## config.mk

```make
export PLATFORM = sky130hd
export DESIGN_NAME = mips_id_ex_stage_flat
export DESIGN_NICKNAME = d
export VERILOG_FILES = /design/src/rtl/mips_pkg.sv /design/src/rtl/mips_id_ex_stage_if.sv /design/src/rtl/mips_alu_ctl_dec.sv /design/src/rtl/mips_id_ex_stage.sv /design/src/flat_wrapper.sv
export SDC_FILE = /design/constraint.sdc
export NUM_CORES = 1
export LEC_CHECK = 0
export CORE_MARGIN = 2
export CORE_UTILIZATION = 57
export DETAILED_ROUTE_END_ITERATION = 6
export DONT_BUFFER_PORTS = 1
export PLACE_DENSITY = 0.75
export SYNTH_ARGS = -nofsm -noshare
export SYNTH_HDL_FRONTEND = slang
export SYNTH_SLANG_ARGS = --single-unit
export TNS_END_PERCENT = 20
```

## constraint.sdc

```tcl
create_clock -name clk -period 1.5 [get_ports clk]
set_clock_uncertainty 0.05 [all_clocks]
set_input_delay 0.15 -clock clk [delete_from_list [all_inputs] [get_ports clk]]
set_output_delay 0.15 -clock clk [all_outputs]
set_load 0.1 [all_outputs]
```

## src/rtl/mips_pkg.sv

```systemverilog
// Shared constants for the MIPS decode/execute slice: widths, ALU control
// codes, aluop and funct encodings, and the operand forwarding helper.
package mips_pkg;

  localparam int DATA_W = 8;
  localparam int IDX_W  = 3;

  typedef enum logic [3:0] {
    ALU_AND = 4'b0000,
    ALU_OR  = 4'b0001,
    ALU_ADD = 4'b0010,
    ALU_SUB = 4'b0110,
    ALU_SLT = 4'b0111,
    ALU_NOR = 4'b1100,
    ALU_BAD = 4'b1111
  } alu_ctl_e;

  typedef enum logic [1:0] {
    ALUOP_MEM   = 2'b00,
    ALUOP_BR    = 2'b01,
    ALUOP_RTYPE = 2'b10,
    ALUOP_ORI   = 2'b11
  } aluop_e;

  localparam logic [5:0] FN_ADD = 6'b100000;
  localparam logic [5:0] FN_SUB = 6'b100010;
  localparam logic [5:0] FN_AND = 6'b100100;
  localparam logic [5:0] FN_OR  = 6'b100101;
  localparam logic [5:0] FN_SLT = 6'b101010;
  localparam logic [5:0] FN_NOR = 6'b100111;

  // r0 is hard-wired zero, so it is never a forwarding target.
  function automatic logic [DATA_W-1:0] fwd_operand(
    input logic [IDX_W-1:0]  idx,
    input logic [DATA_W-1:0] rf_data,
    input logic              exmem_wr,
    input logic [IDX_W-1:0]  exmem_rd,
    input logic [DATA_W-1:0] exmem_res,
    input logic              memwb_wr,
    input logic [IDX_W-1:0]  memwb_rd,
    input logic [DATA_W-1:0] memwb_res
  );
    logic [DATA_W-1:0] r;
    r = rf_data;
    if (idx != '0) begin
      if (exmem_wr && (exmem_rd == idx))      r = exmem_res;
      else if (memwb_wr && (memwb_rd == idx)) r = memwb_res;
    end
    return r;
  endfunction

endpackage

```

## src/rtl/mips_id_ex_stage_if.sv

```systemverilog
// Decode-side and execute-side signals of the ID/EX stage; master is the
// surrounding pipeline, slave is the stage itself.
interface mips_id_ex_stage_if;
  import mips_pkg::*;

  logic              id_valid;
  logic              id_ready;
  logic              flush;
  logic [1:0]        aluop;
  logic [5:0]        funct;
  logic [IDX_W-1:0]  rs_idx;
  logic [IDX_W-1:0]  rt_idx;
  logic [IDX_W-1:0]  rd_idx;
  logic [DATA_W-1:0] rs_data;
  logic [DATA_W-1:0] rt_data;
  logic [DATA_W-1:0] imm;
  logic              alu_src;
  logic              exmem_wr;
  logic [IDX_W-1:0]  exmem_rd;
  logic [DATA_W-1:0] exmem_res;
  logic              memwb_wr;
  logic [IDX_W-1:0]  memwb_rd;
  logic [DATA_W-1:0] memwb_res;
  logic              ex_valid;
  logic              ex_ready;
  logic [3:0]        alu_ctl;
  logic [DATA_W-1:0] a;
  logic [DATA_W-1:0] b;
  logic [DATA_W-1:0] store_data;
  logic [IDX_W-1:0]  ex_rd;
  logic              illegal;

  modport master (
    output id_valid, flush, aluop, funct, rs_idx, rt_idx, rd_idx, rs_data, rt_data,
           imm, alu_src, exmem_wr, exmem_rd, exmem_res, memwb_wr, memwb_rd, memwb_res,
           ex_ready,
    input  id_ready, ex_valid, alu_ctl, a, b, store_data, ex_rd, illegal
  );

  modport slave (
    input  id_valid, flush, aluop, funct, rs_idx, rt_idx, rd_idx, rs_data, rt_data,
           imm, alu_src, exmem_wr, exmem_rd, exmem_res, memwb_wr, memwb_rd, memwb_res,
           ex_ready,
    output id_ready, ex_valid, alu_ctl, a, b, store_data, ex_rd, illegal
  );

endinterface

```

## src/rtl/mips_alu_ctl_dec.sv

```systemverilog
// Combinational ALU control decode from aluop/funct; unknown R-type funct
// yields ALU_BAD and raises illegal.
module mips_alu_ctl_dec
  import mips_pkg::*;
(
  input  logic [1:0] aluop,
  input  logic [5:0] funct,
  output logic [3:0] alu_ctl,
  output logic       illegal
);

  always_comb begin
    alu_ctl = ALU_ADD;
    illegal = 1'b0;
    case (aluop)
      ALUOP_MEM: alu_ctl = ALU_ADD;
      ALUOP_BR:  alu_ctl = ALU_SUB;
      ALUOP_ORI: alu_ctl = ALU_OR;
      default: begin
        case (funct)
          FN_ADD:  alu_ctl = ALU_ADD;
          FN_SUB:  alu_ctl = ALU_SUB;
          FN_AND:  alu_ctl = ALU_AND;
          FN_OR:   alu_ctl = ALU_OR;
          FN_SLT:  alu_ctl = ALU_SLT;
          FN_NOR:  alu_ctl = ALU_NOR;
          default: begin
            alu_ctl = ALU_BAD;
            illegal = 1'b1;
          end
        endcase
      end
    endcase
  end

endmodule

```

## src/rtl/mips_id_ex_stage.sv

```systemverilog
// ID/EX pipeline stage: ALU control decode, operand forwarding, and the
// registered operand set presented to the ALU behind a valid/ready handshake.
module mips_id_ex_stage
  import mips_pkg::*;
(
  input logic               clk,
  input logic               rst_n,
  mips_id_ex_stage_if.slave bus
);

  logic [3:0]        dec_ctl;
  logic              dec_ill;
  logic [DATA_W-1:0] fwd_rs, fwd_rt;
  logic              capture;

  logic              ex_valid_q, ex_valid_d;
  logic [3:0]        alu_ctl_q, alu_ctl_d;
  logic [DATA_W-1:0] a_q, a_d;
  logic [DATA_W-1:0] b_q, b_d;
  logic [DATA_W-1:0] store_data_q, store_data_d;
  logic [IDX_W-1:0]  ex_rd_q, ex_rd_d;
  logic              illegal_q, illegal_d;

  mips_alu_ctl_dec u_dec (
    .aluop   (bus.aluop),
    .funct   (bus.funct),
    .alu_ctl (dec_ctl),
    .illegal (dec_ill)
  );

  assign fwd_rs = fwd_operand(bus.rs_idx, bus.rs_data, bus.exmem_wr, bus.exmem_rd,
                              bus.exmem_res, bus.memwb_wr, bus.memwb_rd, bus.memwb_res);
  assign fwd_rt = fwd_operand(bus.rt_idx, bus.rt_data, bus.exmem_wr, bus.exmem_rd,
                              bus.exmem_res, bus.memwb_wr, bus.memwb_rd, bus.memwb_res);

  assign bus.id_ready = !ex_valid_q || bus.ex_ready;
  assign capture      = bus.id_valid && bus.id_ready && !bus.flush;

  // Flush only kills the valid bit; the data registers keep their contents.
  always_comb begin
    ex_valid_d   = ex_valid_q;
    alu_ctl_d    = alu_ctl_q;
    a_d          = a_q;
    b_d          = b_q;
    store_data_d = store_data_q;
    ex_rd_d      = ex_rd_q;
    illegal_d    = illegal_q;
    if (bus.flush) begin
      ex_valid_d = 1'b0;
    end else if (capture) begin
      ex_valid_d   = 1'b1;
      alu_ctl_d    = dec_ctl;
      a_d          = fwd_rs;
      b_d          = bus.alu_src ? bus.imm : fwd_rt;
      store_data_d = fwd_rt;
      ex_rd_d      = bus.rd_idx;
      illegal_d    = dec_ill;
    end else if (bus.ex_ready) begin
      ex_valid_d = 1'b0;
    end
  end

  always_ff @(posedge clk) begin
    if (!rst_n) begin
      ex_valid_q   <= 1'b0;
      alu_ctl_q    <= '0;
      a_q          <= '0;
      b_q          <= '0;
      store_data_q <= '0;
      ex_rd_q      <= '0;
      illegal_q    <= 1'b0;
    end else begin
      ex_valid_q   <= ex_valid_d;
      alu_ctl_q    <= alu_ctl_d;
      a_q          <= a_d;
      b_q          <= b_d;
      store_data_q <= store_data_d;
      ex_rd_q      <= ex_rd_d;
      illegal_q    <= illegal_d;
    end
  end

  assign bus.ex_valid   = ex_valid_q;
  assign bus.alu_ctl    = alu_ctl_q;
  assign bus.a          = a_q;
  assign bus.b          = b_q;
  assign bus.store_data = store_data_q;
  assign bus.ex_rd      = ex_rd_q;
  assign bus.illegal    = illegal_q;

endmodule

```

## src/flat_wrapper.sv

```systemverilog
// flat-port wrapper written by rule: the top's interface ports become plain ports
module mips_id_ex_stage_flat import mips_pkg::*;
  (clk, rst_n, bus_id_valid, bus_flush, bus_aluop, bus_funct, bus_rs_idx, bus_rt_idx, bus_rd_idx, bus_rs_data, bus_rt_data, bus_imm, bus_alu_src, bus_exmem_wr, bus_exmem_rd, bus_exmem_res, bus_memwb_wr, bus_memwb_rd, bus_memwb_res, bus_ex_ready, bus_id_ready, bus_ex_valid, bus_alu_ctl, bus_a, bus_b, bus_store_data, bus_ex_rd, bus_illegal);
  mips_id_ex_stage_if bus_i ();
  input logic clk;
  input logic rst_n;
  input wire logic [$bits(bus_i.id_valid)-1:0] bus_id_valid;
  input wire logic [$bits(bus_i.flush)-1:0] bus_flush;
  input wire logic [$bits(bus_i.aluop)-1:0] bus_aluop;
  input wire logic [$bits(bus_i.funct)-1:0] bus_funct;
  input wire logic [$bits(bus_i.rs_idx)-1:0] bus_rs_idx;
  input wire logic [$bits(bus_i.rt_idx)-1:0] bus_rt_idx;
  input wire logic [$bits(bus_i.rd_idx)-1:0] bus_rd_idx;
  input wire logic [$bits(bus_i.rs_data)-1:0] bus_rs_data;
  input wire logic [$bits(bus_i.rt_data)-1:0] bus_rt_data;
  input wire logic [$bits(bus_i.imm)-1:0] bus_imm;
  input wire logic [$bits(bus_i.alu_src)-1:0] bus_alu_src;
  input wire logic [$bits(bus_i.exmem_wr)-1:0] bus_exmem_wr;
  input wire logic [$bits(bus_i.exmem_rd)-1:0] bus_exmem_rd;
  input wire logic [$bits(bus_i.exmem_res)-1:0] bus_exmem_res;
  input wire logic [$bits(bus_i.memwb_wr)-1:0] bus_memwb_wr;
  input wire logic [$bits(bus_i.memwb_rd)-1:0] bus_memwb_rd;
  input wire logic [$bits(bus_i.memwb_res)-1:0] bus_memwb_res;
  input wire logic [$bits(bus_i.ex_ready)-1:0] bus_ex_ready;
  output wire logic [$bits(bus_i.id_ready)-1:0] bus_id_ready;
  output wire logic [$bits(bus_i.ex_valid)-1:0] bus_ex_valid;
  output wire logic [$bits(bus_i.alu_ctl)-1:0] bus_alu_ctl;
  output wire logic [$bits(bus_i.a)-1:0] bus_a;
  output wire logic [$bits(bus_i.b)-1:0] bus_b;
  output wire logic [$bits(bus_i.store_data)-1:0] bus_store_data;
  output wire logic [$bits(bus_i.ex_rd)-1:0] bus_ex_rd;
  output wire logic [$bits(bus_i.illegal)-1:0] bus_illegal;
  assign bus_i.id_valid = bus_id_valid;
  assign bus_i.flush = bus_flush;
  assign bus_i.aluop = bus_aluop;
  assign bus_i.funct = bus_funct;
  assign bus_i.rs_idx = bus_rs_idx;
  assign bus_i.rt_idx = bus_rt_idx;
  assign bus_i.rd_idx = bus_rd_idx;
  assign bus_i.rs_data = bus_rs_data;
  assign bus_i.rt_data = bus_rt_data;
  assign bus_i.imm = bus_imm;
  assign bus_i.alu_src = bus_alu_src;
  assign bus_i.exmem_wr = bus_exmem_wr;
  assign bus_i.exmem_rd = bus_exmem_rd;
  assign bus_i.exmem_res = bus_exmem_res;
  assign bus_i.memwb_wr = bus_memwb_wr;
  assign bus_i.memwb_rd = bus_memwb_rd;
  assign bus_i.memwb_res = bus_memwb_res;
  assign bus_i.ex_ready = bus_ex_ready;
  assign bus_id_ready = bus_i.id_ready;
  assign bus_ex_valid = bus_i.ex_valid;
  assign bus_alu_ctl = bus_i.alu_ctl;
  assign bus_a = bus_i.a;
  assign bus_b = bus_i.b;
  assign bus_store_data = bus_i.store_data;
  assign bus_ex_rd = bus_i.ex_rd;
  assign bus_illegal = bus_i.illegal;
  mips_id_ex_stage u_core (.clk(clk), .rst_n(rst_n), .bus(bus_i));
endmodule
```

# ---- After elaboration in Yosys (flattened, before gate mapping)
# Index checks and enable logic that the tools add are counted.
# Widths: inputs -> output; s select.
dict set report totals {
  output_inout_bits 34
  in_bits 71
  reg_bits 33
}
dict set report classes {
  n_bitwise 2
  eq_ne 12
  muxes 13
  reduce_logical 17
}
# operator n
set op_table {}
lappend op_table {{$mux 8} 7}
lappend op_table {{$eq 6x6->1 const B} 6}
lappend op_table {{$pmux 4 s6} 1}
lappend op_table {{$eq 3x3->1} 4}
lappend op_table {{$pmux 4 s3} 1}
lappend op_table {{$logic_and 1x1->1} 6}
lappend op_table {{$reduce_bool 3->1} 2}
lappend op_table {{$reduce_or 6->1} 1}
lappend op_table {{$mux 1} 4}
lappend op_table {{$reduce_or 3->1} 1}
lappend op_table {{$eq 2x1->1 const B} 1}
lappend op_table {{$eq 2x2->1 const B} 1}
lappend op_table {{$logic_not 1->1} 2}
lappend op_table {{$logic_not 2->1} 1}
lappend op_table {{$not 1->1} 2}
lappend op_table {{$reduce_and 2->1} 1}
lappend op_table {{$reduce_bool 2->1} 1}
lappend op_table {{$reduce_or 2->1} 1}
lappend op_table {{$logic_or 1x1->1} 1}

# ---- Logic depth before layout (Yosys ltp)
dict set report logic_depth {
  word_depth 6
  mapped_depth 6
}

# ---- Cells and area by module
# Synthesis repeated with hierarchy kept, for this count alone.
dict set report unflattened {
  cells_unflattened 228
  area_unflattened_um2 1984.4
}
# mod n_inst area_each_um2 cells_per_inst
set modules_own_cells {}
lappend modules_own_cells {mips_id_ex_stage 1 1850.5 209}
lappend modules_own_cells {mips_alu_ctl_dec 1 133.9 19}

# ---- Worst setup path before layout
# No wires, ideal clock.
dict set report synth_path {
  kind {register to register}
  from {register u_core.ex_valid_q, in the netlist u_core.bus.ex_valid}
  to {register u_core.illegal_q, in the netlist u_core.bus.illegal}
  path_buffers 1
  synth_period_minus_slack_ps 2728
  setup_time_ps 76
  t_arrival_ps 2602
  path_stages_with_launch 7
  slack_ps -1228
  cell_sequence {dfxtp_1 -> nor2b_1 -> inv_1 -> nand3b_1 -> clkbuf_1 -> nand2_1 -> a21boi_0}
}
dict set report synth_via {
  elab_chain_len 5
}
# element line
set synth_lines {}
lappend synth_lines {{start, declared} mips_id_ex_stage.sv:16} ;# logic ex_valid_q, ex_valid_d;
lappend synth_lines {{start signal, assigned} mips_id_ex_stage.sv:73} ;# ex_valid_q <= ex_valid_d;
lappend synth_lines {{$logic_not 1->1} mips_id_ex_stage.sv:36} ;# assign bus.id_ready = !ex_valid_q || bus.ex_ready;
lappend synth_lines {{$logic_or 1x1->1} mips_id_ex_stage.sv:36}
lappend synth_lines {{via bus_id_ready} flat_wrapper.sv:25} ;# output wire logic [$bits(bus_i.id_ready)-1:0] bus_id_ready;
lappend synth_lines {{$logic_and 1x1->1 (2 in series)} mips_id_ex_stage.sv:37} ;# assign capture = bus.id_valid && bus.id_ready && !bus.flush;
lappend synth_lines {{$reduce_and 2->1 (no source line)} n/a}
lappend synth_lines {{end signal, assigned} mips_id_ex_stage.sv:79} ;# illegal_q <= illegal_d;
lappend synth_lines {{end, declared} mips_id_ex_stage.sv:22} ;# logic illegal_q, illegal_d;
# The timed path passes the listed nets, and every way through them passes these cells.
# A chain may end at the register's enable or synchronous reset.

# ---- Final worst setup path
dict set report layout_path {
  from {register u_core.ex_valid_q, in the netlist u_core.bus.ex_valid}
  to {register u_core.a_q[6], in the netlist u_core.bus.a[6]}
}
dict set report layout_via {
  elab_chain_len 5
}
# element line
set layout_lines {}
lappend layout_lines {{$logic_not 1->1} mips_id_ex_stage.sv:36}
lappend layout_lines {{$logic_or 1x1->1} mips_id_ex_stage.sv:36}
lappend layout_lines {{$logic_and 1x1->1 (2 in series)} mips_id_ex_stage.sv:37}
lappend layout_lines {{$reduce_and 2->1 (no source line)} n/a}
lappend layout_lines {{end signal, assigned} mips_id_ex_stage.sv:67} ;# a_q <= '0;
lappend layout_lines {{end signal, assigned} mips_id_ex_stage.sv:75} ;# a_q <= a_d;
lappend layout_lines {{end, declared} mips_id_ex_stage.sv:18} ;# logic [DATA_W-1:0] a_q, a_d;
# No other way between the ends.

==> reports/metrics.yaml <==
grt_pass1_wl_mm: 9.873
ys_seq_area_share_pct: 33.50
min_period_ns: 1.489
wl_per_cell_um: 18.89
path_clk_slew_ns: 0.11
hold_buffers: 13
finalHoldViolCount: 25
start_util_pct: 59.09
post-cts-setup-buffer-count: 0
avgSynthCellArea_um2: 8.764
p_leak_nw: 1.015
core_region_area_um2: 3337
die_height_um: 62.82
violations: "hold timing"
final-setup-viol-count: 0
synth.distinct_cells: 41
multi_input_area_um2: 1328
fin_nets: 355
drv_cap: 0
synth-edff-count: 0
start_kind: "register"
regArea_um2: 664.4
status: "finished, violations left"
grt_max_degree: 35
worstSkewPairLatency_ns: 0.34
max_stage_delay_ns: 0.36
fin_area_um2: 2659
fillers: 230
synth_top_area_cell: "dfxtp_1"
crit_path_start: "u_core.bus.ex_valid$_SDFFE_PP0P_"
dr.pass1.iters: 4
grt_usage_pct: 31.72
dpl-instance-area_um2: 2379
synth_top_flop_cell: "dfxtp_1"
dpl.cell_count: 310
root_buffer: "clkbuf_4"
vdd_ir_drop_max_v: 0.0007573
rows: 21
final_cell_count_no_fill: 331
ys_ff_latch: 33
r2r_start: "u_core.bus.ex_valid$_SDFFE_PP0P_"
whs_ns: -0.09555
min-delay-start: "bus_rd_idx[0]"
viasPerCell: 6.211
cts_tree: "built"
cp_cell_sequence: "nor2b_4, nor3b_4, buf_4, o21ai_0, a21oi_1, o21a_1"
drive_above_1_share_pct: 29.82
netlist.area_leader.share_pct: 33.50
min_period_over_period_pct: 99.27
antenna_found_initial: 0
critical_path.top_delay_family: "compound AO/OA/AOI/OAI gates"
grt_setup_unrepaired: "true"
numCtsBuffers: 5
h-tree-depth: 2
synth_area_um2: 1972
drt_iter0_markers: 113
power.density_nw_per_um2: 942.6
place_congestion: 0.8806
clk_path_buf_depth: 2
worstMarginPinSlew_ns: 0.3611
clock_sinks: 33
slew_viol_final: 0
hold_class: "in -> reg"
power.total_mw: 2.506
die-area_um2: 3946
cp.required_ns: 1.72
fin_util_pct: 79.68
cpMaxStageDelayCell: "dfxtp_4"
worst_ep_arrival_time_ns: 1.71
async_reset_ff_share_pct: 0
grt_pass1_vias: 2106
max_freq_mhz: 671.6
pin_count: 105
ant_nets: 0
route.detailed.drc: 0
dp_hpwl_mm: 4.723
synthCells: 225
syn-num-nets: 296
io_buffers: 0
netlist_top_cells_area: "dfxtp_1 34%, xnor2_1 5.8%, a21oi_1 4.6%"
gr-total-overflow: 0
cp-end-kind: "register"
cp_num_buf_inv: 1
maxSlewHeadroom_pct: 75.30
crit_type: "reg -> reg"
routed_wl_mm: 6.251
die_width_um: 62.82
yosys_warnings: 0
vias: 2056
area_growth_pct: 34.84
n_antenna_cell: 0
cp_max_fo: 9
final cells by class:
cell class              count  share of cell area [%]
inverters                   3                  0.5647
multi-input cells         180                   49.93
repair buffers             61                   19.34
flip-flops and latches     33                   24.99
well taps                  46                   2.165
clock buffers               8                   3.012
cell usage after synthesis, types with 2 or more instances:
library cell  instances
mux2i_1               8
o21ai_1               6
o22ai_2               2
nor2_1                3
xnor2_1              13
nand2b_1              2
or4_1                 6
a21oi_1              18
o211ai_1              9
nand4b_1              6
nand2_1              12
a21boi_0              6
nor2b_1               7
nand4_1               7
clkbuf_1              7
mux2_2                8
o21ai_0              13
or2b_1                5
nand3_1               8
xor2_1                4
dfxtp_1              33
inv_1                 3
o22ai_1               6
o21a_1                8
nand3b_1              9
flip-flops by register name (all words and copies together), names as in the netlist:
signal and flops:
u_core.bus.alu_ctl 4, u_core.bus.illegal 1, u_core.bus.b 8, u_core.bus.store_data 8, u_core.bus.a 8, u_core.bus.ex_valid 1
u_core.bus.ex_rd 3
cells in the final DEF (no fill, tap or decap), drive strengths merged, types with 8 or more instances in the layout:
| master | n |
|---|---|
| mux2i | 8 |
| nand3b | 9 |
| dfxtp | 33 |
| o21ai | 19 |
| dlygate4sd3 | 13 |
| nand3 | 8 |
| nand2 | 12 |
| nand4 | 8 |
| mux2 | 8 |
| buf | 48 |
| xnor2 | 13 |
| o21a | 8 |
| o211ai | 9 |
| clkbuf | 8 |
| a21oi | 19 |
| o22ai | 8 |
worst reg2reg max path, delay by kind of cell (launching register included):
| kind | cells | cell delay, ns |
|---|---|---|
| compound gates | 3 | 0.41 |
| simple gates | 2 | 0.39 |
| flops | 1 | 0.36 |
| buf+inv | 1 | 0.21 |
path summary, 6_finish.rpt:
check | end | slack [ns] | cells past startpoint
worst max-delay path | u_core.bus.a[6]$_SDFFE_PN0P_ | 0.01 | 6
worst min register to register | u_core.bus.alu_ctl[2]$_SDFFE_PN0P_ | 0.42 | 2
worst max register to register | u_core.bus.a[6]$_SDFFE_PN0P_ | 0.01 | 6
worst min-delay path | u_core.bus.ex_rd[0]$_SDFFE_PN0P_ | -0.1 | 2
report_power, final:
| part | internal [mW] | switching [mW] | total, mW |
|---|---|---|---|
| sequential | 0.931 | 0.0313 | 0.962 |
| clock | 0.331 | 0.313 | 0.645 |
| combinational | 0.268 | 0.631 | 0.900 |
| total | 1.53 | 0.976 | 2.51 |
metrics by stage:
stage / setup TNS (ns) / setup WS [ns]
final: 0 / 0.01092
after global routing: -0.4075 / -0.06670
after CTS: 0 / 0.006772
after detailed placement: -1.171 / -0.1231
after global placement: -0.8974 / -0.1177
after floorplan: -18.62 / -0.6638
routing by layer:
metal	part of all wire, %	vias up	wire, um	global-route usage (%)
met2	50	97	3140	56.85
met3	8.1	13	508	7.748
met1	40	973	2470	36.33
met5	0	-	0	0
met4	2.1	0	132	11.67
li1	-	973	-	-
logic make-up after synthesis:
| group | count (synthesis) | synth area share, % |
|---|---|---|
| mux | 16 | 8.630 |
| compound gates | 75 | 24.56 |
| simple gates | 72 | 23.41 |
| buf+inv | 12 | 2.347 |
| flops | 33 | 33.50 |
| xor+xnor | 17 | 7.551 |
repair_timing:
action                     CTS  global route
pin swaps                    0             1
resized for setup            2            17
setup endpoints to repair    5            24
hold endpoints to repair    33            25
Power figures use the tool's default switching activity.
